[config.mk]
export PLATFORM = sky130hd
export DESIGN_NAME = operand_tf_seq
export DESIGN_NICKNAME = d
export VERILOG_FILES = /design/src/rtl/operand_tf_seq.sv
export SDC_FILE = /design/constraint.sdc
export NUM_CORES = 1
export LEC_CHECK = 0
export BUFFER_PORTS_ARGS = -buffer_cell sky130_fd_sc_hd__buf_4
export CAP_MARGIN = 20
export CORE_AREA = 2 2 72 74
export CTS_BUF_LIST = sky130_fd_sc_hd__clkbuf_4
export DETAILED_ROUTE_END_ITERATION = 6
export DIE_AREA = 0 0 74 76
export GPL_ROUTABILITY_DRIVEN = 0
export GPL_TIMING_DRIVEN = 0
export PLACE_DENSITY = 0.77
export SYNTH_ARGS = -nofsm -noshare
export SYNTH_HDL_FRONTEND = slang
export SYNTH_SLANG_ARGS = --single-unit
[constraint.sdc]
create_clock -name clk -period 1.15 [get_ports clk]
set_input_delay 0.0575 -clock clk [delete_from_list [all_inputs] [get_ports clk]]
set_output_delay 0.0575 -clock clk [all_outputs]
set_load 0.03 [all_outputs]
[src/rtl/operand_tf_seq.sv]
// -----------------------------------------------------------------------------
// operand_tf_pkg / operand_tf_seq
//
// Control sequencer for one operand transformer lane. It accepts one even/odd
// element pair plus a shared micro scale per valid/ready transfer. It then
// drives the lane through NUM_PASSES multiply passes. Each pass is an even
// cycle followed by an odd cycle. Pass 0 reads the lane input buffer, and
// later passes read the lane feedback path. The lane's result registers are
// presented downstream on a valid/ready port.
//
// Optional feature macro: OPERAND_TF_SEQ_PERF_CNT_EN
//   defined   -> perf_blocks / perf_stalls are saturating 32-bit counters
//   undefined -> both ports are tied to 0 and no counter flops exist
//
// Ports
//   clk, rst            clock, synchronous active-high reset
//   flush               synchronous abort of the block in flight
//   in_valid/in_ready   upstream pair handshake
//   in_elem_0/1         even/odd element          (ELEM_WIDTH_IN)
//   in_scale            shared micro scale        (SCALE_WIDTH)
//   lane_load_input     lane latches the pair on this edge
//   lane_iter_sel       0 = even element, 1 = odd element
//   lane_feedback_sel   0 = input buffer, 1 = previous result
//   lane_we_result      lane result register write enable
//   lane_elem_0/1,
//   lane_scale          combinational copies of in_*
//   lane_res_0/1        lane result registers     (ELEM_WIDTH_OUT)
//   out_valid/out_ready downstream result handshake
//   out_res_0/1         combinational copies of lane_res_*
//   perf_blocks         completed handovers
//   perf_stalls         OUT cycles blocked by out_ready
// -----------------------------------------------------------------------------
package operand_tf_pkg;
  parameter int ELEM_WIDTH_IN  = 8;
  parameter int ELEM_WIDTH_OUT = 16;
  parameter int SCALE_WIDTH    = 8;

  typedef enum logic [1:0] {
    ST_IDLE = 2'd0,
    ST_RUN  = 2'd1,
    ST_OUT  = 2'd2
  } seq_state_e;
endpackage

module operand_tf_seq
  import operand_tf_pkg::*;
#(
  parameter int NUM_PASSES = 1
) (
  input  logic                      clk,
  input  logic                      rst,
  input  logic                      flush,
  input  logic                      in_valid,
  output logic                      in_ready,
  input  logic [ELEM_WIDTH_IN-1:0]  in_elem_0,
  input  logic [ELEM_WIDTH_IN-1:0]  in_elem_1,
  input  logic [SCALE_WIDTH-1:0]    in_scale,
  output logic                      lane_load_input,
  output logic                      lane_iter_sel,
  output logic                      lane_feedback_sel,
  output logic                      lane_we_result,
  output logic [ELEM_WIDTH_IN-1:0]  lane_elem_0,
  output logic [ELEM_WIDTH_IN-1:0]  lane_elem_1,
  output logic [SCALE_WIDTH-1:0]    lane_scale,
  input  logic [ELEM_WIDTH_OUT-1:0] lane_res_0,
  input  logic [ELEM_WIDTH_OUT-1:0] lane_res_1,
  output logic                      out_valid,
  input  logic                      out_ready,
  output logic [ELEM_WIDTH_OUT-1:0] out_res_0,
  output logic [ELEM_WIDTH_OUT-1:0] out_res_1,
  output logic [31:0]               perf_blocks,
  output logic [31:0]               perf_stalls
);

  localparam int PASS_W = $clog2(NUM_PASSES) + 1;
  localparam logic [PASS_W-1:0] LAST_PASS = PASS_W'(NUM_PASSES - 1);

  seq_state_e        r_state, w_next_state;
  logic [PASS_W-1:0] r_pass,  w_next_pass;
  logic              r_phase, w_next_phase;

  logic w_in_ready;
  logic w_out_valid;
  logic w_iter_sel;
  logic w_feedback_sel;
  logic w_we_result;

  // NOTE: state registers use non-blocking assignments so every flop samples
  // the pre-edge value of every other flop, independent of evaluation order.
  always_ff @(posedge clk) begin
    if (rst) begin
      r_state <= ST_IDLE;
      r_pass  <= '0;
      r_phase <= 1'b0;
    end else begin
      r_state <= w_next_state;
      r_pass  <= w_next_pass;
      r_phase <= w_next_phase;
    end
  end

  always_comb begin
    // NOTE: every output of this block gets a default first; a path that left
    // one unassigned would infer a latch.
    w_next_state   = r_state;
    w_next_pass    = r_pass;
    w_next_phase   = r_phase;
    w_in_ready     = 1'b0;
    w_out_valid    = 1'b0;
    w_iter_sel     = 1'b0;
    w_feedback_sel = 1'b0;
    w_we_result    = 1'b0;

    unique case (r_state)
      ST_IDLE: begin
        w_in_ready = 1'b1;
        if (in_valid) begin
          w_next_state = ST_RUN;
          w_next_pass  = '0;
          w_next_phase = 1'b0;
        end
      end

      ST_RUN: begin
        w_we_result    = 1'b1;
        w_iter_sel     = r_phase;
        w_feedback_sel = (r_pass != '0);
        w_next_phase   = ~r_phase;
        // A pass ends on its odd cycle; the pass counter never needs to go
        // past LAST_PASS because the FSM leaves RUN at that point.
        if (r_phase) begin
          if (r_pass == LAST_PASS) begin
            w_next_state = ST_OUT;
          end else begin
            w_next_pass = r_pass + PASS_W'(1);
          end
        end
      end

      ST_OUT: begin
        w_out_valid = 1'b1;
        // The lane input buffer is independent of its result registers, so a
        // new pair may be loaded on the same edge the results are consumed.
        w_in_ready  = out_ready;
        if (out_ready) begin
          w_next_state = in_valid ? ST_RUN : ST_IDLE;
          w_next_pass  = '0;
          w_next_phase = 1'b0;
        end
      end

      default: begin
        w_next_state = ST_IDLE;
      end
    endcase

    // Flush wins over every handshake in its own cycle: nothing is accepted
    // and no result is handed over.
    if (flush) begin
      w_in_ready   = 1'b0;
      w_out_valid  = 1'b0;
      w_next_state = ST_IDLE;
      w_next_pass  = '0;
      w_next_phase = 1'b0;
    end
  end

  assign in_ready          = w_in_ready;
  assign out_valid         = w_out_valid;
  assign lane_load_input   = in_valid & w_in_ready;
  assign lane_iter_sel     = w_iter_sel;
  assign lane_feedback_sel = w_feedback_sel;
  assign lane_we_result    = w_we_result;
  assign lane_elem_0       = in_elem_0;
  assign lane_elem_1       = in_elem_1;
  assign lane_scale        = in_scale;
  assign out_res_0         = lane_res_0;
  assign out_res_1         = lane_res_1;

`ifdef OPERAND_TF_SEQ_PERF_CNT_EN
  logic [31:0] r_perf_blocks;
  logic [31:0] r_perf_stalls;

  // Counters survive flush; only rst clears them. Both saturate.
  always_ff @(posedge clk) begin
    if (rst) begin
      r_perf_blocks <= '0;
      r_perf_stalls <= '0;
    end else begin
      if (w_out_valid && out_ready && (r_perf_blocks != '1)) begin
        r_perf_blocks <= r_perf_blocks + 32'd1;
      end
      if (w_out_valid && !out_ready && (r_perf_stalls != '1)) begin
        r_perf_stalls <= r_perf_stalls + 32'd1;
      end
    end
  end

  assign perf_blocks = r_perf_blocks;
  assign perf_stalls = r_perf_stalls;
`else
  assign perf_blocks = '0;
  assign perf_stalls = '0;
`endif

endmodule
==> flow_metrics.py, run 1 <==
metrics = {
    "power_and_ir_drop": {
        "powerDensity_nw_per_um2": 682,
        "power.internal_uw": 687,
        "p_sw_uw": 680,
        "vdd_drop_max_mv": 0.293,
        "clockPowerShare_pct": 15.5,
        "power_mw": 1.37,
        "seqPwrFrac_pct": 8.1,
        "switching_share_pct": 49.8,
        "comb_power_share_pct": 76.4,
        "power_leakage_nw": 1.25,
    },
    "placed_design": {
        "postPlaceCellArea_sq_um": 1930,
        "place_inst": 342,
        "hpwl_um": 2440,
        "port_buffers": 65,
    },
    "die": {
        "io_pins": 187,
        "num_rows": 26,
        "initial_core_util_pct": 22.3,
        "die-area_sq_um": 5620,
        "core-area_sq_um": 4910,
        "fp.dieW_um": 74,
        "die_y_um": 76,
    },
    "logic_synthesis": {
        "synth_edf_count": 0,
        "ys.flop_type": "dfxtp_1",
        "seq_area_frac_synth_pct": 5.49,
        "synthTopCellsByCount": "121 x buf_4, 4 x nor3_1, 3 x dfxtp_1, 2 x inv_1",
        "synthTopCellsByArea": "buf_4 83%, dfxtp_1 5.5%, nor3_1 1.8%, a211oi_2 1.1%, and2b_4 0.92%",
        "synth.top_cell.area_share_pct": 83.1,
        "syn_area_sq_um": 1090,
        "synth_most_common_cell": "buf_4",
        "yosysTopAreaCell": "buf_4",
        "yosys_warnings": 0,
        "synth_cell_types": 17,
        "syn_inst": 143,
        "async_flop_share_pct": 0,
        "ys_ff_latch": 3,
        "syn-mean-instance-area_sq_um": 7.65,
    },
    "detailed_routing": {
        "route.detailed.drc": 0,
        "wl_um": 2600,
        "wl_per_cell_um": 7.43,
        "dr.first_iter.drc_count": 11,
        "viasPerCell": 2.97,
        "dr.pass1.iters": 4,
        "ant_nets": 0,
        "vias": 1038,
    },
    "final_layout": {
        "area_growth_pct": 83.3,
        "layout.nets": 342,
        "finish.instance_area_sq_um": 2000,
        "antenna_cells": 0,
        "drive_gt1_share_pct": 72.1,
        "fin_cells": 350,
    },
    "worst_setup_path": {
        "worst_ep_required_time_ns": 1.09,
        "max_stage_delay_ns": 0.33,
        "worstSetupStartpointType": "register",
        "cp_slowest_cell": "dfxtp_4",
        "setup.worst_path.end_class": "primary output",
        "cp_num_buf_inv": 1,
        "worstPathArrival_ns": 1.13,
        "crit_chain": "and2b_4 -> nor3_4 -> and2_4 -> buf_6",
        "critical-path-top-delay-family": "simple AND/OR/NAND/NOR gates",
        "cp_max_fo": 3,
        "rrSetupSlack_ns": 0.13,
        "crit_type": "reg2out",
    },
    "clocking": {
        "clockBufferDepth": 2,
        "clockRootBuffer": "clkbuf_4",
        "insertion_delay_ns": 0.24,
        "cts_tree": "yes",
        "cts.sinks": 3,
        "clk_pin_slew_ns": 0.04,
        "numCtsBuffers": 3,
        "htreeDepth": 1,
    },
    "global_routing": {
        "use_met3_pct": 1.85,
        "grt_pass1_vias": 864,
        "antenna_found_initial": 0,
        "grtUsageMet1_pct": 5.62,
        "busiest_layer": "met2",
        "grt_util_met2_pct": 16.7,
        "grt_overflow": 0,
        "grt_usage_pct": 7.74,
        "grt_pass1_wl_um": 3480,
        "grt_max_degree": 8,
    },
    "outcome": {
        "violations": "setup timing",
        "outcome": "complete, but fails checks",
    },
    "sta": {
        "fin_ws_ns": -0.0370,
        "fin_crit_ns": 1.19,
        "rsz0062_at_grt": "true",
        "setup_tns_ns": -0.0370,
        "drv_slew": 0,
        "final-hold-violation-count": 0,
        "finalCritPeriodShare_pct": 103,
        "clock-skew-final_ns": 0.00505,
        "setup_violations": 1,
        "max_freq_ghz": 0.842,
    },
    "job": {
        "cap_viol_max_count": 0,
    },
    "min_path": {
        "min_path_type": "in2reg",
    },
}
## kinds of logic after synthesis
kind of cell	Yosys count	share of synthesized area, %
simple gates	11	6.52
xor+xnor	1	0.801
other cells	1	0.343
flops	3	5.49
compound gates	4	3.09
buf+inv	123	83.8
## sequential cells by signal, summed over array words and instances (netlist names)
signal and count:
r_state 2, r_phase 1
## metrics by stage
step	setup slack (ns)	utilization (%)	hold WS, ns
CTS	-0.0522	40.8	0.0355
global placement	0.0977	39.2	0.236
finish	-0.0370	40.8	0.0429
global route	-0.0802	40.8	0.0485
detailed placement	0.0888	39.2	0.236
floorplan	-0.0800	-	0.122
## path summary, 6_finish.rpt
| check | endpoint | cells past startpoint | start |
|---|---|---|---|
| max | lane_load_input | 4 | r_state[1] |
| min reg2reg | r_phase | 2 | r_state[0] |
| max reg2reg | r_state[1] | 4 | r_state[1] |
| min | r_state[0] | 2 | flush |
## power groups by stage
stage | registers, mW | clock network, mW | logic (mW)
after floorplan | 0.113 | 0 | 0.843
after global placement | 0.114 | 0 | 1.02
after detailed placement | 0.114 | 0 | 1.03
after CTS | 0.110 | 0.224 | 1.04
after global routing | 0.111 | 0.227 | 1.09
final | 0.110 | 0.212 | 1.04
## routing by layer
metal / part of all wire, % / vias up
li1: - / 526
met1: 24 / 399
met2: 56 / 109
met4: 1.5 / 0
met5: 0 / -
met3: 18 / 4
## placed cells by master, fill, tap and decap left out
master         synthesis  routed
a211oi_2               1       1
a22oi_1                1       1
a2bb2oi_1              1       1
and2_4                 0       1
and2b_2                0       1
and2b_4                1       1
buf_4                121     187
buf_6                  0       2
clkbuf_4               0       4
conb_1                 1      65
dfxtp_1                3       1
dfxtp_2                0       1
dfxtp_4                0       1
dlygate4sd3_1          0       1
inv_1                  2       2
nand2_1                1       1
nand2b_1               1       1
nor3_1                 4       3
nor3_2                 1       1
nor3_4                 0       1
nor3b_2                0       1
o21ai_1                1       1
xnor2_1                1       1
## layout make-up
type | instances | area (sq um)
Buffer | 121 | 908
Clock buffer | 4 | 30.0
Fill cell | 502 | 2910
Inverter | 2 | 7.51
Multi-Input combinational cell | 81 | 378
Sequential cell | 3 | 65.1
Tap cell | 70 | 87.6
Timing Repair Buffer | 69 | 528
## what timing repair did
item / 4_1_cts / 5_1_grt
gates resized for setup: 7 / 0
setup buffers: 3 / 0
endpoints found under the setup margin: 4 / 3
hold endpoints to repair: 3 / 0
hold buffers: 1 / 0
pin swaps: 1 / 0
No activity file was read; power rests on OpenSTA's default activity.
==> inputs of run 2 (changes only) <==
CORE_AREA = 2 2 71 73   (was 2 2 72 74)
DIE_AREA = 0 0 73 75   (was 0 0 74 76)
PLACE_DENSITY = 0.79   (was 0.77)
clock period = 1.4 ns   (was 1.15 ns; I/O delays follow)
==> flow_metrics.py, run 2 (synthesis results as in run 1) <==
metrics = {
    "outcome": {
        "outcome": "complete, no violations",
    },
    "global_routing": {
        "grt_max_degree": 8,
        "antenna_found_initial": 0,
        "grt_overflow": 0,
        "grt_pass1_vias": 768,
        "grt_usage_pct": 6.83,
        "grt_pass1_wl_um": 3040,
    },
    "clocking": {
        "clockRootBuffer": "clkbuf_4",
        "clk_pin_slew_ns": 0.04,
        "cts.sinks": 3,
        "cts_resized": 0,
        "clockBufferDepth": 2,
        "cts_tree": "yes",
        "postCtsSetupBuffers": 0,
        "htreeDepth": 1,
        "numCtsBuffers": 3,
        "postCtsHoldBufs": 0,
        "insertion_delay_ns": 0.23,
    },
    "sta": {
        "final-hold-violation-count": 0,
        "setup_tns_ns": 0,
        "rsz0062_at_grt": "false",
        "max_freq_ghz": 0.776,
        "drv_slew": 0,
        "clock-skew-final_ns": 0.00313,
        "finalCritPeriodShare_pct": 92.0,
        "fin_ws_ns": 0.112,
        "setup_violations": 0,
        "fin_crit_ns": 1.29,
    },
    "die": {
        "initial_core_util_pct": 23.5,
        "die_y_um": 75,
        "fp.dieW_um": 73,
        "core-area_sq_um": 4660,
        "die-area_sq_um": 5480,
        "num_rows": 25,
        "io_pins": 187,
    },
    "job": {
        "cap_viol_max_count": 0,
    },
    "worst_setup_path": {
        "worstSetupStartpointType": "register",
        "crit_type": "reg2out",
        "cp_max_fo": 6,
        "worst_ep_required_time_ns": 1.33,
        "setup.worst_path.end_class": "primary output",
        "worstPathArrival_ns": 1.22,
    },
    "detailed_routing": {
        "wl_per_cell_um": 7.66,
        "dr.pass1.iters": 2,
        "route.detailed.drc": 0,
        "dr.first_iter.drc_count": 2,
        "viasPerCell": 3.02,
        "vias": 997,
        "ant_nets": 0,
        "wl_um": 2530,
    },
    "final_layout": {
        "fin_cells": 330,
        "layout.nets": 338,
        "antenna_cells": 0,
        "fillers": 465,
        "final_cell_mix": "186 x buf_4, 65 x conb_1, 4 x nor3_1, 4 x clkbuf_4, 3 x dfxtp_1",
        "multi_input_area_sq_um": 358,
        "ff_latch_area_sq_um": 60.1,
        "drive_gt1_share_pct": 69.9,
        "final_common_cell": "buf_4",
        "finish.instance_area_sq_um": 1920,
        "regMostFlops": "r_state",
        "area_growth_pct": 75.5,
        "largest_reg_flops": 2,
        "top_regs": "r_state x2, r_phase x1",
    },
    "min_path": {
        "min_path_type": "in2reg",
    },
    "power_and_ir_drop": {
        "powerDensity_nw_per_um2": 577,
        "power_leakage_nw": 1.22,
        "vdd_drop_max_mv": 0.366,
        "power_mw": 1.11,
    },
    "placed_design": {
        "hpwl_um": 2440,
        "place_inst": 326,
        "postPlaceCellArea_sq_um": 1890,
        "port_buffers": 65,
        "pre_cts_ws_ns": 0.364,
    },
}
[run 2: metrics by stage]
step / hold slack (ns) / utilization (%)
after floorplan: 0.135 / -
after global placement: 0.253 / 40.5
after detailed placement: 0.254 / 40.5
after CTS: 0.00809 / 41.2
after global routing: 0.0139 / 41.2
final: 0.0149 / 41.2
[run 2: metal layers]
layer | track usage, % | vias to the layer above | part of all wire, %
met2 | 14.6 | 98 | 57
met1 | 6.17 | 379 | 26
met4 | 3.09 | 0 | 0.51
li1 | - | 518 | -
met3 | 0.937 | 2 | 16
met5 | 0 | - | 0
[run 2: worst paths after layout]
kind | startpoint | to | slack, ns | depth (start not counted)
hold / removal | rst | r_phase | 0.01 | 2
setup reg to reg | r_state[1] | r_state[0] | 0.41 | 3
hold reg to reg | r_state[0] | r_phase | 0.56 | 2
setup / recovery | r_state[1] | lane_load_input | 0.11 | 4
[run 2: worst max-delay path, cell delays in order (launching register included)]
cell and delay [ns]:
dfxtp_1 0.41, and2b_4 0.21, nor3_2 0.04, and2_1 0.16, buf_4 0.16
[run 2: power by group]
group / total, mW / internal [mW] / leakage [nW] / switching [mW]
combinational: 0.848 / 0.344 / 1.18 / 0.503
clock: 0.168 / 0.126 / 0.0184 / 0.0418
sequential: 0.0914 / 0.0881 / 0.0244 / 0.00327
[run 2: cell type report]
type,count,area share (%)
Buffer,121,47.3
Timing Repair Buffer,65,25.4
Multi-Input combinational cell,81,18.6
Tap cell,54,3.52
Sequential cell,3,3.13
Clock buffer,4,1.56
Inverter,2,0.391
